### src/rtl/mem_port_arbiter.sv
// mem_port_arbiter: shares one single-port instruction/data memory between
// the fetch and access stages. Data has fixed priority; a starvation counter
// lets fetch win a tie after STARVE_MAX consecutive data grants. One
// outstanding transaction; flushed fetches are aborted or their response dropped.
// All outputs are registered.
module mem_port_arbiter #(
  parameter int unsigned STARVE_MAX = 3,
  parameter int unsigned DATA_W     = 32
) (
  input  logic              i_clk,
  input  logic              i_rst_n,
  // fetch port
  input  logic              i_if_req,
  input  logic [31:0]       i_if_addr,
  input  logic              i_if_flush,
  output logic              o_if_gnt,
  output logic              o_if_rvalid,
  output logic [DATA_W-1:0] o_if_rdata,
  // data port
  input  logic              i_dm_req,
  input  logic              i_dm_we,
  input  logic [3:0]        i_dm_be,
  input  logic [31:0]       i_dm_addr,
  input  logic [DATA_W-1:0] i_dm_wdata,
  output logic              o_dm_gnt,
  output logic              o_dm_rvalid,
  output logic [DATA_W-1:0] o_dm_rdata,
  // memory port
  output logic              o_mem_req,
  output logic              o_mem_we,
  output logic [3:0]        o_mem_be,
  output logic [31:0]       o_mem_addr,
  output logic [DATA_W-1:0] o_mem_wdata,
  input  logic              i_mem_ready,
  input  logic              i_mem_rvalid,
  input  logic [DATA_W-1:0] i_mem_rdata,
  // status
  output logic              o_arb_busy
);

  localparam logic [2:0] S_IDLE   = 3'd0;
  localparam logic [2:0] S_REQ_I  = 3'd1;
  localparam logic [2:0] S_REQ_D  = 3'd2;
  localparam logic [2:0] S_WAIT_I = 3'd3;
  localparam logic [2:0] S_WAIT_D = 3'd4;

  localparam logic [3:0] STARVE_LIM = 4'(STARVE_MAX);

  logic [2:0]        r_state;
  logic [2:0]        w_state_nxt;
  logic [3:0]        r_starve_cnt;
  logic              r_drop;
  logic              r_if_gnt;
  logic              r_dm_gnt;
  logic              r_if_rvalid;
  logic              r_dm_rvalid;
  logic [DATA_W-1:0] r_if_rdata;
  logic [DATA_W-1:0] r_dm_rdata;
  logic              r_mem_req;
  logic              r_mem_we;
  logic [3:0]        r_mem_be;
  logic [31:0]       r_mem_addr;
  logic [DATA_W-1:0] r_mem_wdata;
  logic              r_busy;

  logic w_idle;
  logic w_starved;
  logic w_if_ok;
  logic w_grant_i;
  logic w_grant_d;
  logic w_if_resp;
  logic w_dm_resp;

  // Arbitration: only in IDLE; a flush in the same cycle blocks the fetch grant.
  assign w_idle    = (r_state == S_IDLE);
  assign w_starved = (r_starve_cnt == STARVE_LIM);
  assign w_if_ok   = i_if_req && !i_if_flush;
  assign w_grant_i = w_idle && w_if_ok && (!i_dm_req || w_starved);
  assign w_grant_d = w_idle && i_dm_req && !w_grant_i;

  // A fetch response is delivered only if no flush hit it (earlier or now).
  assign w_if_resp = (r_state == S_WAIT_I) && i_mem_rvalid && !r_drop && !i_if_flush;
  assign w_dm_resp = (r_state == S_WAIT_D) && i_mem_rvalid;

  // Next-state decode for the single-transaction FSM.
  always_comb begin
    w_state_nxt = r_state;
    case (r_state)
      S_IDLE: begin
        if (w_grant_i)      w_state_nxt = S_REQ_I;
        else if (w_grant_d) w_state_nxt = S_REQ_D;
      end
      S_REQ_I: begin
        // A flush normally aborts the request. If the memory accepts in the
        // same cycle, a response is still coming, so wait for it and drop it.
        if (i_mem_ready)     w_state_nxt = S_WAIT_I;
        else if (i_if_flush) w_state_nxt = S_IDLE;
      end
      S_REQ_D: begin
        if (i_mem_ready) w_state_nxt = S_WAIT_D;
      end
      S_WAIT_I, S_WAIT_D: begin
        if (i_mem_rvalid) w_state_nxt = S_IDLE;
      end
      default: w_state_nxt = S_IDLE;
    endcase
  end

  // State, busy flag, request line and grant pulses.
  always_ff @(posedge i_clk or negedge i_rst_n) begin
    if (!i_rst_n) begin
      r_state   <= S_IDLE;
      r_busy    <= 1'b0;
      r_mem_req <= 1'b0;
      r_if_gnt  <= 1'b0;
      r_dm_gnt  <= 1'b0;
    end else begin
      r_state   <= w_state_nxt;
      r_busy    <= (w_state_nxt != S_IDLE);
      r_mem_req <= (w_state_nxt == S_REQ_I) || (w_state_nxt == S_REQ_D);
      r_if_gnt  <= w_grant_i;
      r_dm_gnt  <= w_grant_d;
    end
  end

  // Latch the winning request into the memory-side registers on the grant edge.
  always_ff @(posedge i_clk or negedge i_rst_n) begin
    if (!i_rst_n) begin
      r_mem_we    <= 1'b0;
      r_mem_be    <= 4'h0;
      r_mem_addr  <= 32'h0;
      r_mem_wdata <= '0;
    end else if (w_grant_i) begin
      r_mem_we    <= 1'b0;
      r_mem_be    <= 4'hF;
      r_mem_addr  <= i_if_addr;
      r_mem_wdata <= '0;
    end else if (w_grant_d) begin
      r_mem_we    <= i_dm_we;
      r_mem_be    <= i_dm_we ? i_dm_be : 4'hF;
      r_mem_addr  <= i_dm_addr;
      r_mem_wdata <= i_dm_we ? i_dm_wdata : '0;
    end
  end

  // Response pulses and read-data capture; stores report zero data.
  always_ff @(posedge i_clk or negedge i_rst_n) begin
    if (!i_rst_n) begin
      r_if_rvalid <= 1'b0;
      r_dm_rvalid <= 1'b0;
      r_if_rdata  <= '0;
      r_dm_rdata  <= '0;
    end else begin
      r_if_rvalid <= w_if_resp;
      r_dm_rvalid <= w_dm_resp;
      if (w_if_resp) r_if_rdata <= i_mem_rdata;
      if (w_dm_resp) r_dm_rdata <= r_mem_we ? '0 : i_mem_rdata;
    end
  end

  // Starvation counter: counts data wins over a waiting fetch, saturating.
  always_ff @(posedge i_clk or negedge i_rst_n) begin
    if (!i_rst_n) begin
      r_starve_cnt <= 4'h0;
    end else if (w_grant_i) begin
      r_starve_cnt <= 4'h0;
    end else if (w_grant_d && i_if_req) begin
      if (!w_starved) r_starve_cnt <= r_starve_cnt + 4'h1;
    end else if (w_idle && !i_if_req) begin
      r_starve_cnt <= 4'h0;
    end
  end

  // Drop flag: remembers that the in-flight fetch was flushed.
  always_ff @(posedge i_clk or negedge i_rst_n) begin
    if (!i_rst_n) begin
      r_drop <= 1'b0;
    end else if (w_grant_i) begin
      r_drop <= 1'b0;
    end else if (r_state == S_REQ_I) begin
      if (i_if_flush && i_mem_ready) r_drop <= 1'b1;
    end else if (r_state == S_WAIT_I) begin
      if (i_mem_rvalid)    r_drop <= 1'b0;
      else if (i_if_flush) r_drop <= 1'b1;
    end
  end

  assign o_if_gnt    = r_if_gnt;
  assign o_if_rvalid = r_if_rvalid;
  assign o_if_rdata  = r_if_rdata;
  assign o_dm_gnt    = r_dm_gnt;
  assign o_dm_rvalid = r_dm_rvalid;
  assign o_dm_rdata  = r_dm_rdata;
  assign o_mem_req   = r_mem_req;
  assign o_mem_we    = r_mem_we;
  assign o_mem_be    = r_mem_be;
  assign o_mem_addr  = r_mem_addr;
  assign o_mem_wdata = r_mem_wdata;
  assign o_arb_busy  = r_busy;

endmodule

### config.mk
export PLATFORM = sky130hd
export DESIGN_NAME = mem_port_arbiter
export DESIGN_NICKNAME = d
export VERILOG_FILES = /design/src/rtl/mem_port_arbiter.sv
export SDC_FILE = /design/constraint.sdc
export NUM_CORES = 1
export LEC_CHECK = 0
export ABC_AREA = 1
export BUFFER_PORTS_ARGS = -buffer_cell sky130_fd_sc_hd__buf_2
export CAP_MARGIN = 20
export CORE_ASPECT_RATIO = 1.2
export CORE_MARGIN = 1
export CORE_UTILIZATION = 40
export CTS_CLUSTER_SIZE = 20
export DETAILED_ROUTE_END_ITERATION = 10
export GPL_TIMING_DRIVEN = 0
export PLACE_DENSITY_LB_ADDON = 0.15
export SLEW_MARGIN = 0
export SYNTH_ARGS = -nofsm -noshare
export SYNTH_HDL_FRONTEND = slang
export SYNTH_SLANG_ARGS = --single-unit
### constraint.sdc
create_clock -name i_clk -period 2.1 [get_ports i_clk]
set_clock_uncertainty 0.2 [all_clocks]
set_input_delay 0.42 -clock i_clk [delete_from_list [all_inputs] [get_ports i_clk]]
set_output_delay 0.42 -clock i_clk [all_outputs]
set_load 0.02 [all_outputs]
==> results.toml, run 1 <==
[sta]
setup_viol = 0
hold_viol_final = 0
slew-limit-headroom_pct = 48.9
finalMaxSlewViolations = 0
rsz0062_at_grt = "false"
period_minus_slack_ns = 1.87
hold_ws_ns = 0.0153
max_slew.worst_pin.slew_ns = 0.766
timing.fmax_mhz = 533
finalCritPeriodShare_pct = 89.3

[logic_synthesis]
synth_area_leaders = "dfrtp_1 59%, nand2_1 11%, inv_1 6.8%"
synth_flop_cell = "dfrtp_1"
yosys_warnings = 0
synth_seq_cells = 147
synth_common_cells = "180 x nand2_1, 147 x dfrtp_1, 113 x inv_1"
synth_fp_nets = 827
synth.top_cell.area_share_pct = 59.3
synth_top_area_cell = "dfrtp_1"
syn-instance-count = 686
synth_edf_count = 0
avgSynthCellArea_um2 = 9.04
post_synth_num_cell_types = 25
synthMostInstantiatedCell = "nand2_1"
synth_seq_area_share_pct = 59.3
netlist_area_um2 = 6200
async_flop_share_pct = 100

[global_routing]
grt_pass1_wl_um = 29200
grt_max_degree = 82
grt_pass1_vias = 5792
groute.usage.overall_pct = 23.8
antenna_found_initial = 0
grt_overflow = 0

[placement]
gp_congestion = 0.795
hpwl_um = 12800
dp_cells = 1169
numPortBuffers = 278
dpl-instance-area_um2 = 7880

[final_layout]
finalCoreUtilization_pct = 58.3
multiInputGateArea_um2 = 1860
n_fill_cell = 1427
n_antenna_cell = 0
drive_above_1_share_pct = 33.4
layout.nets = 1163
regArea_um2 = 3680
layout-area-overhead-vs-synth_pct = 41.9
finalNonFillerCells = 1236
fin_area_um2 = 8800

[routing]
antenna_left = 0
drt_wl_total_um = 17600
drtPass1Iterations = 4
wl_per_cell_um = 14.3
drc = 0
drtIter0Drc = 250
vias = 5662
via_per_inst = 4.58

[setup_path]
end_kind = "register"
critPathMaxFanout = 10
critPathArrivalTime_ns = 1.95
start_kind = "register"
critPathKind = "register to register"
crit_required_ns = 2.18
r2r_slack_ns = 0.23

[clock_network]
clock_path_buffers = 2
h-tree-depth = 4
clock_latency_ns = 0.42
path_clk_slew_ns = 0.05
numCtsBuffers = 17
cts_tree = "done"
cts_root_buffer = "clkbuf_16"
post_cts_buffers = 0
cts.sinks = 147

[power]
powerDensity_nw_per_um2 = 1450
ir_worst_vdd_uv = 560
power_mw = 12.8
p_leak_nw = 4.78

[floorplan]
fp.dieH_um = 138
fp.dieW_um = 116
initial_utilization_pct = 41.1
rows = 49
pin_count = 279
dieArea_um2 = 16000
core_um2 = 15100

[flow_run]
cap_viol_max_count = 0

[hold_path]
holdCritPathClass = "input port to register"

[outcome]
status = "completed"
==> kinds of logic after synthesis <==
family / count (synthesis) / share of synthesized area (%)
AOI/OAI and AO/OA: 106 / 9.97
adders and majority gates: 1 / 0.202
DFF: 147 / 59.3
xor gates and xnor gates: 2 / 0.283
and+or+nand+nor: 278 / 19.5
buffers and inverters: 152 / 10.7
==> report_power, final <==
group	total, mW	internal (mW)	switching [mW]
clock network	2.82	1.70	1.12
registers	4.59	4.00	0.590
logic	5.34	1.82	3.53
total	12.8	7.52	5.24
==> flip-flops by register name, indices dropped and copies added, names as in the netlist, 3 cells and up <==
| name | flops |
|---|---|
| r_state | 3 |
| o_dm_rdata | 32 |
| o_mem_addr | 32 |
| r_starve_cnt | 4 |
| o_mem_be | 4 |
| o_if_rdata | 32 |
| o_mem_wdata | 32 |
==> worst paths after layout <==
kind	startpoint	end	cells after the start
worst max-delay path	r_state[0]$_DFF_PN0_	o_mem_we$_DFFE_PN0P_	5
worst min-delay path	i_mem_rdata[6]	o_if_rdata[6]$_DFFE_PN0P_	3
worst max register to register	r_state[0]$_DFF_PN0_	o_mem_we$_DFFE_PN0P_	5
worst min register to register	o_if_rdata[16]$_DFFE_PN0P_	o_if_rdata[16]$_DFFE_PN0P_	2
max in group asynchronous	i_rst_n	r_starve_cnt[0]$_DFFE_PN0P_	3
min in group asynchronous	i_rst_n	o_dm_rdata[15]$_DFFE_PN0P_	2
==> per-stage QoR <==
| stage | setup slack, ns | TNS (ns) |
|---|---|---|
| finish | 0.225 | 0 |
| global route | 0.103 | 0 |
| CTS | 0.0537 | 0 |
| detailed placement | 0.0575 | 0 |
| global placement | -1.84 | -269.61 |
| floorplan | 0.446 | 0 |
==> layer usage <==
| layer | global-route usage (%) | part of all wire [%] | routed length (um) | vias up |
|---|---|---|---|---|
| met5 | 0 | 0 | 0 | - |
| met4 | 9.18 | 2.2 | 381 | 0 |
| met2 | 39.4 | 49 | 8570 | 211 |
| li1 | - | - | - | 2836 |
| met1 | 28.6 | 42 | 7360 | 2590 |
| met3 | 7.58 | 7.5 | 1330 | 25 |
==> placed cells by master, fill, tap and decap left out, types with 8 or more instances in the layout <==
master           n
buf_2          290
nand2_1        180
dfrtp_1        147
inv_1          113
nand3_1         73
o21ai_0         41
dlygate4sd3_1   38
o211ai_1        33
o21ai_1         24
clkbuf_16       17
nor2_1          11
clkbuf_1        11
buf_6            8
==> area by class of cell <==
class / instances / share of cell area (%)
Inverter: 116 / 4.95
Clock buffer: 24 / 5.47
Sequential cell: 147 / 41.8
Multi-Input combinational cell: 387 / 21.1
Buffer: 36 / 2.62
Timing Repair Buffer: 317 / 20.5
Clock inverter: 5 / 0.611
Tap cell: 204 / 2.90
==> critical path: stages, from the launching register on <==
cell,delay (ns)
dfrtp_1,0.43
nor2_2,0.24
nand2_4,0.12
a21oi_2,0.33
buf_2,0.32
o22ai_1,0.10
==> repair_timing <==
item	in CTS	in global routing
resized for setup	0	6
hold buffers	38	0
setup endpoints to repair	0	22
hold endpoints to repair	117	0
No activity file was read; power rests on OpenSTA's default activity.
==> inputs of run 2 (changes only) <==
- clock period: 2.1 -> 2 ns (I/O delays scaled with it)
==> run 2 against run 1 <==
- combinational power increased by 6.6%
- sequential share of layout area decreased by 1.8 points
- final cell count increased by 3.2%
- sequential power increased by 5.2%
- register-to-register slack got worse by 0.09 ns
- via count increased by 3.3%
==> results.toml, run 2 (synthesis gave the netlist of run 1 again) <==
[clock_network]
cts.sinks = 147
clock_path_buffers = 2
numCtsBuffers = 17
path_clk_slew_ns = 0.06
cts_root_buffer = "clkbuf_16"
h-tree-depth = 4
post_cts_buffers = 0
cts_tree = "done"
clock_latency_ns = 0.42

[setup_path]
cpLargestDelayFamily = "flip-flops"
start_kind = "register"
end_kind = "register"
max_stage_delay_ns = 0.43
critPathArrivalTime_ns = 1.95
crit_chain = "nor2_2 > nand2_4 > a21oi_2 > buf_2 > o22ai_1"
cp_slowest_cell = "dfrtp_1"
critPathKind = "register to register"
crit_required_ns = 2.08
critPathMaxFanout = 10
critPathBufInv = 1

[power]
ir_worst_vdd_uv = 594
p_leak_nw = 4.94
power_mw = 13.5
comb_power_share_pct = 42.2
powerDensity_nw_per_um2 = 1470
seqPwrFrac_pct = 35.8
p_int_mw = 7.95
swShare_pct = 41.0
pwr-share-clk_pct = 22.0
p_sw_mw = 5.53

[final_layout]
n_antenna_cell = 0
n_fill_cell = 1375
drive_above_1_share_pct = 32.2
final_cell_mix = "290 x buf_2, 180 x nand2_1, 147 x dfrtp_1"
layout-area-overhead-vs-synth_pct = 48.4
final_common_cell = "buf_2"
layout.nets = 1203

[routing]
via_per_inst = 4.58
drc = 0
antenna_left = 0
vias = 5847
drtIter0Drc = 268
wl_per_cell_um = 14.3
drtPass1Iterations = 4
drt_wl_total_um = 18300

[sta]
finalMaxSlewViolations = 0
setup_ws_ns = 0.131
period_minus_slack_ns = 1.87
hold_ws_ns = 0.0161
hold_viol_final = 0
rsz0062_at_grt = "false"
finalCritPeriodShare_pct = 93.5
slew-limit-headroom_pct = 49.2
fin_tns_setup_ns = 0
setup_viol = 0
max_slew.worst_pin.slew_ns = 0.763
timing.fmax_mhz = 535

[placement]
hpwl_um = 12800
numPortBuffers = 278
gp_congestion = 0.795
dp_slack_ns = -0.0425

[global_routing]
grt_max_degree = 82
met3_usage_pct = 7.15
antenna_found_initial = 0
grt_pass1_vias = 6042
groute.usage.overall_pct = 24.5
grt_overflow = 0
grt_pass1_wl_um = 30200
grt_busiest_layer = "met2"
grt_util_met2_pct = 41.7
grt.met1_usage_pct = 28.9

[flow_run]
cap_viol_max_count = 0

[floorplan]
core_um2 = 15100
pin_count = 279
fp.dieH_um = 138
rows = 49
fp.dieW_um = 116
initial_utilization_pct = 41.1
dieArea_um2 = 16000

[outcome]
status = "completed"

[hold_path]
holdCritPathClass = "input port to register"
-- run 2: final cells by class --
cell class / instances / area (um^2) / share of cell area (%)
Buffer: 36 / 230 / 2.50
Tap cell: 204 / 255 / 2.77
Inverter: 116 / 435 / 4.73
Multi-Input combinational cell: 387 / 1860 / 20.2
Clock buffer: 24 / 482 / 5.24
Clock inverter: 5 / 53.8 / 0.585
Sequential cell: 147 / 3680 / 40.0
Timing Repair Buffer: 357 / 2210 / 24.0
-- run 2: stage by stage --
stage,cells,area [um^2],utilization [%]
after floorplan,686,6200,-
after global placement,1168,7850,52.0
after detailed placement,1169,7880,52.2
after CTS,1276,9200,61.0
after global routing,1276,9200,61.0
final,1276,9200,61.0
-- run 2: path summary, 6_finish.rpt --
| check | start | end | slack, ns | cells after the start |
|---|---|---|---|---|
| max | r_state[0]$_DFF_PN0_ | o_mem_we$_DFFE_PN0P_ | 0.13 | 5 |
| min | i_if_addr[4] | o_mem_addr[4]$_DFFE_PN0P_ | 0.02 | 3 |
| max reg2reg | r_state[0]$_DFF_PN0_ | o_mem_we$_DFFE_PN0P_ | 0.13 | 5 |
| min reg2reg | o_if_rdata[16]$_DFFE_PN0P_ | o_if_rdata[16]$_DFFE_PN0P_ | 0.27 | 2 |
| max in group asynchronous | i_rst_n | r_starve_cnt[0]$_DFFE_PN0P_ | 0.42 | 3 |
| min in group asynchronous | i_rst_n | o_dm_rdata[15]$_DFFE_PN0P_ | 0.38 | 2 |
-- run 2: worst register-to-register path, delay by kind of cell (launching register included) --
| family | cells | cell delay [ns] |
|---|---|---|
| and+or+nand+nor | 2 | 0.36 |
| AOI/OAI and AO/OA | 2 | 0.43 |
| DFF | 1 | 0.43 |
| buffers and inverters | 1 | 0.32 |
-- run 2: metal layers --
| metal | vias to the layer above | share of wire (%) |
|---|---|---|
| met5 | - | 0 |
| met4 | 0 | 2.4 |
| met3 | 32 | 6.8 |
| met2 | 209 | 49 |
| met1 | 2696 | 41 |
| li1 | 2910 | - |
-- run 2: what timing repair did --
| item | 4_1_cts | 5_1_grt |
|---|---|---|
| setup endpoints to repair | 10 | 20 |
| gates resized for setup | 1 | 4 |
| hold buffers | 78 | 0 |
| endpoints found under the hold margin | 157 | 0 |
-- run 2: power by group through the flow --
| stage | combinational [mW] | clock (mW) | sequential [mW] |
|---|---|---|---|
| final | 5.69 | 2.96 | 4.83 |
| after global routing | 6.28 | 3.16 | 4.99 |
| after CTS | 5.74 | 3.03 | 4.82 |
| after detailed placement | 5.62 | 0 | 4.83 |
| after global placement | 5.53 | 0 | 4.84 |
| after floorplan | 2.04 | 0 | 6.30 |
